`config.mk`:
```
export PLATFORM = sky130hd
export DESIGN_NAME = mem_popcount_reader
export DESIGN_NICKNAME = d
export VERILOG_FILES = /design/src/rtl/mem_popcount_reader.sv
export SDC_FILE = /design/constraint.sdc
export NUM_CORES = 1
export LEC_CHECK = 0
export ABC_AREA = 1
export BUFFER_PORTS_ARGS = -buffer_cell sky130_fd_sc_hd__buf_4
export CAP_MARGIN = 0
export CORE_MARGIN = 1
export CORE_UTILIZATION = 26
export CTS_BUF_LIST = sky130_fd_sc_hd__clkbuf_16
export CTS_CLUSTER_SIZE = 12
export DETAILED_ROUTE_END_ITERATION = 6
export PLACE_DENSITY_LB_ADDON = 0.05
export SLEW_MARGIN = 20
export SYNTH_ARGS = -nofsm -noshare
export SYNTH_HDL_FRONTEND = slang
export SYNTH_SLANG_ARGS = --single-unit
```
`constraint.sdc`:
```
create_clock -name clk -period 7.5 [get_ports clk]
set_clock_uncertainty 0.1 [all_clocks]
set_input_delay 1.5 -clock clk [delete_from_list [all_inputs] [get_ports clk]]
set_output_delay 1.5 -clock clk [all_outputs]
set_load 0.005 [all_outputs]
```
`src/rtl/mem_popcount_reader.sv`:
```
`default_nettype none
// ============================================================================
// Module   : mem_popcount_reader
// Brief    : Avalon-MM read master that streams a contiguous, wrapping range
//            of words from a fixed-latency on-chip RAM. It issues one read per
//            cycle and accumulates the number of set bits across the range.
// Options  : define MEM_POPCOUNT_ZEROS_EN to add the count_zeros input. When
//            that input is latched high at start, zero bits are counted
//            instead of set bits.
// Revision : 1.0 - initial release
// ============================================================================
module mem_popcount_reader #(
  parameter int ADDR_W       = 10,
  parameter int DATA_W       = 64,
  parameter int READ_LATENCY = 1,
  parameter int CNT_W        = 17
) (
  input  logic                clk,
  input  logic                reset_n,
  input  logic                start,
  input  logic [ADDR_W-1:0]   base_addr,
  input  logic [ADDR_W:0]     length,
`ifdef MEM_POPCOUNT_ZEROS_EN
  input  logic                count_zeros,
`endif
  output logic                busy,
  output logic                done,
  output logic [CNT_W-1:0]    bit_count,
  output logic [ADDR_W-1:0]   m_address,
  output logic                m_chipselect,
  output logic                m_read,
  output logic                m_write,
  output logic [DATA_W/8-1:0] m_byteenable,
  output logic                m_clken,
  input  logic [DATA_W-1:0]   m_readdata
);

  // Largest legal transfer: the whole memory.
  localparam logic [ADDR_W:0] C_DEPTH = {1'b1, {ADDR_W{1'b0}}};
  // Oldest slot of the valid pipeline; the tag there marks readdata as valid.
  localparam logic [READ_LATENCY-1:0] C_TOP = READ_LATENCY'(1) << (READ_LATENCY - 1);

  typedef enum logic [1:0] {
    S_IDLE  = 2'd0,
    S_ISSUE = 2'd1,
    S_DRAIN = 2'd2,
    S_DONE  = 2'd3
  } state_t;

  state_t                  r_state;
  state_t                  w_next;
  logic [ADDR_W-1:0]       r_addr;
  logic [ADDR_W:0]         r_remaining;
  logic [READ_LATENCY-1:0] r_vld;
  logic [CNT_W-1:0]        r_acc;
  logic [CNT_W-1:0]        r_bit_count;
  logic [ADDR_W:0]         w_len;
  logic                    w_accept;
  logic                    w_issue;
  logic                    w_tag;
  logic                    w_more;
  logic                    w_cz;
  logic [CNT_W-1:0]        w_pc;
  logic [CNT_W-1:0]        w_add;
  logic [CNT_W-1:0]        w_acc_next;

  assign w_len    = (length > C_DEPTH) ? C_DEPTH : length;
  assign w_accept = (r_state == S_IDLE) && start;
  assign w_issue  = (r_state == S_ISSUE);
  assign w_tag    = r_vld[READ_LATENCY-1];
  // Anything still in flight behind the tag that emerges this cycle.
  assign w_more   = |(r_vld & ~C_TOP);

`ifdef MEM_POPCOUNT_ZEROS_EN
  logic r_cz;

  // Counting mode is frozen for the whole operation at the accepted start.
  always_ff @(posedge clk or negedge reset_n) begin
    if (!reset_n)      r_cz <= 1'b0;
    else if (w_accept) r_cz <= count_zeros;
  end

  assign w_cz = r_cz;
`else
  assign w_cz = 1'b0;
`endif

  // Combinational population count of the returning word.
  always_comb begin
    w_pc = '0;
    for (int i = 0; i < DATA_W; i++) begin
      w_pc = w_pc + CNT_W'(m_readdata[i]);
    end
  end

  assign w_add = w_cz ? (CNT_W'(DATA_W) - w_pc) : w_pc;

  // Accumulator value after this edge: cleared on a new start, bumped on a tag.
  always_comb begin
    w_acc_next = r_acc;
    if (w_accept)   w_acc_next = '0;
    else if (w_tag) w_acc_next = r_acc + w_add;
  end

  // State register.
  always_ff @(posedge clk or negedge reset_n) begin
    if (!reset_n) r_state <= S_IDLE;
    else          r_state <= w_next;
  end

  // Next-state decode and state-derived outputs.
  always_comb begin
    w_next       = r_state;
    busy         = 1'b0;
    done         = 1'b0;
    m_read       = 1'b0;
    m_chipselect = 1'b0;
    case (r_state)
      S_IDLE: begin
        if (start) w_next = (w_len == '0) ? S_DONE : S_ISSUE;
      end
      S_ISSUE: begin
        busy         = 1'b1;
        m_read       = 1'b1;
        m_chipselect = 1'b1;
        if (r_remaining == (ADDR_W+1)'(1)) w_next = S_DRAIN;
      end
      S_DRAIN: begin
        busy = 1'b1;
        if (!w_more) w_next = S_DONE;
      end
      S_DONE: begin
        done   = 1'b1;
        w_next = S_IDLE;
      end
      default: w_next = S_IDLE;
    endcase
  end

  // Address and remaining-word counters; the address wraps naturally.
  always_ff @(posedge clk or negedge reset_n) begin
    if (!reset_n) begin
      r_addr      <= '0;
      r_remaining <= '0;
    end else if (w_accept) begin
      r_addr      <= base_addr;
      r_remaining <= w_len;
    end else if (w_issue) begin
      r_addr      <= r_addr + ADDR_W'(1);
      r_remaining <= r_remaining - (ADDR_W+1)'(1);
    end
  end

  // Valid pipeline: one tag per issued read, emerging with its readdata.
  generate
    if (READ_LATENCY == 1) begin : g_vld_single
      always_ff @(posedge clk or negedge reset_n) begin
        if (!reset_n) r_vld <= '0;
        else          r_vld <= w_issue;
      end
    end else begin : g_vld_multi
      always_ff @(posedge clk or negedge reset_n) begin
        if (!reset_n) r_vld <= '0;
        else          r_vld <= {r_vld[READ_LATENCY-2:0], w_issue};
      end
    end
  endgenerate

  // Accumulator register.
  always_ff @(posedge clk or negedge reset_n) begin
    if (!reset_n) r_acc <= '0;
    else          r_acc <= w_acc_next;
  end

  // Result register, updated on entry to DONE so it is valid alongside done.
  always_ff @(posedge clk or negedge reset_n) begin
    if (!reset_n)                                       r_bit_count <= '0;
    else if ((r_state != S_DONE) && (w_next == S_DONE)) r_bit_count <= w_acc_next;
  end

  assign bit_count    = r_bit_count;
  assign m_address    = r_addr;
  assign m_write      = 1'b0;
  assign m_byteenable = '1;
  assign m_clken      = 1'b1;

endmodule
`default_nettype wire

```
==> impl_summary.txt <==
----------------------------------------------------
[Critical path]
  Most frequent cell on the critical path ... sky130_fd_sc_hd__fa_1
  Endpoint of the most critical setup path ... bit_count[4]$_DFFE_PN0P_
  Setup crit end kind ... register
  CP max FO ... 3
  Startpoint kind of the worst setup timing path ... primary input
  Worst Path Required ... 7.66 ns
  Reg-to-reg startpoint ... r_acc[0]$_DFF_PN0_
  Critical path cell sequence ... buf_4, fa_1, inv_1, fa_1, inv_1, fa_1, inv_1, fa_1, fa_1, fa_1, fa_1, fa_1, fa_1, fa_2, inv_1, nand3_1, nand3_1, inv_1, or2_2, nand3_1, nand2_1, o21ai_2
  Highest-delay cell along the critical path ... sky130_fd_sc_hd__fa_1
  Biggest cell delay along the critical path ... 0.55 ns
  Number of cells traversed by the worst register-to-register path ... 18
  Critical Path AT ... 7.39 ns
  Register-to-register setup slack ... 1.74 ns
  Critical R2R Capture ... bit_count[4]$_DFFE_PN0P_
  CP delay by family, top ... adder cells
  Crit Path Category ... primary input to register
  Buf+Inv Stages, Crit Path ... 6
  Setup crit start ... m_readdata[17]
  Number of cells on the critical path ... 22

[Floorplanning]
  Die area ... 0.0210 mm²
  Number of rows created at floorplan ... 51
  Die Ht ... 145 µm
  Number of I/O pins ... 129
  Die boundary width ... 145 µm
  Starting utilization of the core area ... 0.269
  Core region area ... 0.0197 mm²

[Finish]
  Layout net count ... 952
  Proportion of layout cells with a drive suffix above 1 ... 0.212
  Ant diodes ... 0
  Area growth from synthesis to layout ... 27.3%

[Clock tree]
  Number of sinks driven by the clock tree ... 58
  Clock tree from TritonCTS ... done
  CTS H-Tree Depth ... 3
  Post-cts hold buffer count ... 0
  Library cell used as clock root buffer ... sky130_fd_sc_hd__clkbuf_16
  Reg clk slew, reported paths ... 0.06 ns
  Total CTS buffers ... 9
  Post-CTS setup buffers ... 0
  Clock buffer depth ... 2
  Later-pin clock latency in the skew report ... 0.33 ns

[Yosys]
  Top post-synthesis cells by count ... 142 x sky130_fd_sc_hd__inv_1, 142 x sky130_fd_sc_hd__nand2_1, 58 x sky130_fd_sc_hd__dfrtp_1
  Proportion of synthesized chip area in sequential cells ... 0.274
  Cell type with the largest total area after synthesis ... sky130_fd_sc_hd__dfrtp_1
  Ys Warns ... 0
  Instance count of the mapped netlist ... 652
  Netlist area before placement ... 0.00530 mm²
  Predominant post-synthesis flop cell ... sky130_fd_sc_hd__dfrtp_1
  Yosys cell types ... 42
  Count of flip-flops with a built-in enable after synthesis ... 0
  Synth top area cells ... sky130_fd_sc_hd__dfrtp_1 27%, sky130_fd_sc_hd__fa_1 21%, sky130_fd_sc_hd__inv_1 10%, sky130_fd_sc_hd__nand2_1 10%, sky130_fd_sc_hd__ha_1 8.5%
  Syn_area_per_cell ... 8.13 µm²
  Number of synthesized register bits ... 58
  Area share of the leading cell type in the synthesized netlist ... 0.274
  Async SR Flop Fraction ... 1.00

[Global routing]
  Aggregate global routing overflow ... 0
  Vias in the first global route ... 4,485
  Maximum number of pins on one net before global-route repair ... 59
  Number of antenna violations at the first check in global routing ... 0
  Global-route wire length before repair ... 21,400 µm
  Total routing resource utilization after global routing ... 0.133

[Route]
  Number of design-rule violations left by the first detailed-router iteration ... 168
  Via-per-instance ratio ... 4.21
  Number of nets with antenna violations after detailed routing ... 0
  Detailed-routing iteration count for the pre-antenna-repair pass ... 4
  Total routed wirelength ... 13,000 µm
  Via count ... 4,387
  Number of DRC violations after detailed routing ... 0
  Average routed wire per standard cell ... 12.5 µm

[STA]
  RSZ-0062 raised after global routing ... false
  Final-report hold violation count ... 0
  Slew at the pin closest to its max-slew limit ... 0.864 ns
  Maximum operating frequency ... 0.138 GHz
  Final setup fails ... 0
  Max-slew headroom ... 0.424
  Final critical path time including I/O delays and setup ... 7.23 ns
  Final number of max-transition violations ... 0
  Part of the cycle the worst path needs ... 0.964
  Setup TNS after final layout ... 0 ns

[Placement]
  Count of port buffers added during placement ... 118
  Weighted congestion reported at the end of routability-driven placement ... 0.812
  Estimated wirelength of the detail-placed design ... 10,500 µm

[Status]
  Run status ... completed

[Hold path]
  Type of the tightest min-delay check ... register to register

[Flow run]
  Maximum Capacitance Violations ... 0

----------------------------------------------------
==> per-layer routing <==
layer	vias up	wire, µm	part of all wire	track usage
met2	91	6080	0.47	0.213
met5	-	0	0	0
met4	0	148	0.011	0.0332
met1	2079	6280	0.48	0.182
li1	2207	-	-	-
met3	10	539	0.041	0.0250
==> registers in the layout, summed over array words and instances (netlist names) <==
register / cells
r_acc: 17
m_address: 10
r_vld: 1
bit_count: 17
r_remaining: 11
r_state: 2
==> logic make-up (layout without fill, tap and decap cells) <==
logic type / Yosys count / count (layout) / synth area share
XOR/XNOR: 6 / 6 / 0.00991
AND/OR/NAND/NOR: 258 / 258 / 0.205
other: 2 / 10 / 0.00142
adder cells (fa/ha/maj): 92 / 92 / 0.297
AO/OA/AOI/OAI: 66 / 66 / 0.0800
buffers and inverters: 170 / 287 / 0.133
flip-flops: 58 / 58 / 0.274
==> final cells by class <==
| cell class | count | area [µm²] |
|---|---|---|
| clock buffer | 9 | 225 |
| clock inverter | 7 | 85.1 |
| fill | 2070 | 13000 |
| inverter | 149 | 559 |
| multi-input combinational | 432 | 3180 |
| sequential | 58 | 1450 |
| tap | 265 | 332 |
| timing repair buffer | 122 | 916 |
==> placed cells by master, fill, tap and decap left out, drive strengths merged, types with 2 or more instances in the layout <==
cell type and n:
conb 10, o21ai 25, xor2 5, o211ai 8
clkbuf 9, o21bai 2, nand3 42, or2 4
fa 56, inv 149, bufinv 2, buf 122
o311ai 2, a211oi 2, nor2 54, ha 36
clkinv 5, dfrtp 58, a21oi 19, nand4 5
a31oi 2, nand2 147, nor3 4, a21o 3
==> worst min-delay path by stage <==
| stage | from | endpoint | slack, ns | depth (start not counted) |
|---|---|---|---|---|
| floorplan | bit_count[0]$_DFFE_PN0P_ | bit_count[0]$_DFFE_PN0P_ | 0.37 | 2 |
| global placement | bit_count[13]$_DFFE_PN0P_ | bit_count[13]$_DFFE_PN0P_ | 0.36 | 2 |
| detailed placement | bit_count[0]$_DFFE_PN0P_ | bit_count[0]$_DFFE_PN0P_ | 0.36 | 2 |
| CTS | bit_count[2]$_DFFE_PN0P_ | bit_count[2]$_DFFE_PN0P_ | 0.38 | 2 |
| global route | bit_count[0]$_DFFE_PN0P_ | bit_count[0]$_DFFE_PN0P_ | 0.41 | 2 |
| finish | bit_count[9]$_DFFE_PN0P_ | bit_count[9]$_DFFE_PN0P_ | 0.38 | 2 |
==> what timing repair did <==
| item | 4_1_cts | 5_1_grt |
|---|---|---|
| setup endpoints to repair | 0 | 5 |
| hold endpoints to repair | 0 | 0 |
| resized for setup | 0 | 1 |
==> metrics by stage <==
| step | hold WS (ns) | cell area, µm² | util | instances | setup slack (ns) |
|---|---|---|---|---|---|
| floorplan | 0.365 | 5330 | - | 660 | 0.286 |
| global placement | 0.363 | 6430 | 0.326 | 1026 | -0.0650 |
| detailed placement | 0.362 | 6430 | 0.326 | 1026 | -0.147 |
| CTS | 0.380 | 6740 | 0.342 | 1042 | 0.211 |
| global route | 0.405 | 6750 | 0.342 | 1042 | 0.0214 |
| finish | 0.381 | 6750 | 0.342 | 1042 | 0.266 |
==> worst register-to-register path: cells and delay by family, from the launching register on <==
kind | cells | cell delay, ns
buffers and inverters | 3 | 0.21
DFF | 1 | 0.34
AOI/OAI and AO/OA | 1 | 0.13
and+or+nand+nor | 5 | 0.64
adders and majority gates | 9 | 4.25
Power is left out: the tool's default activity adds up to more than one toggle a clock period on the data nets, which glitch-free logic cannot reach.
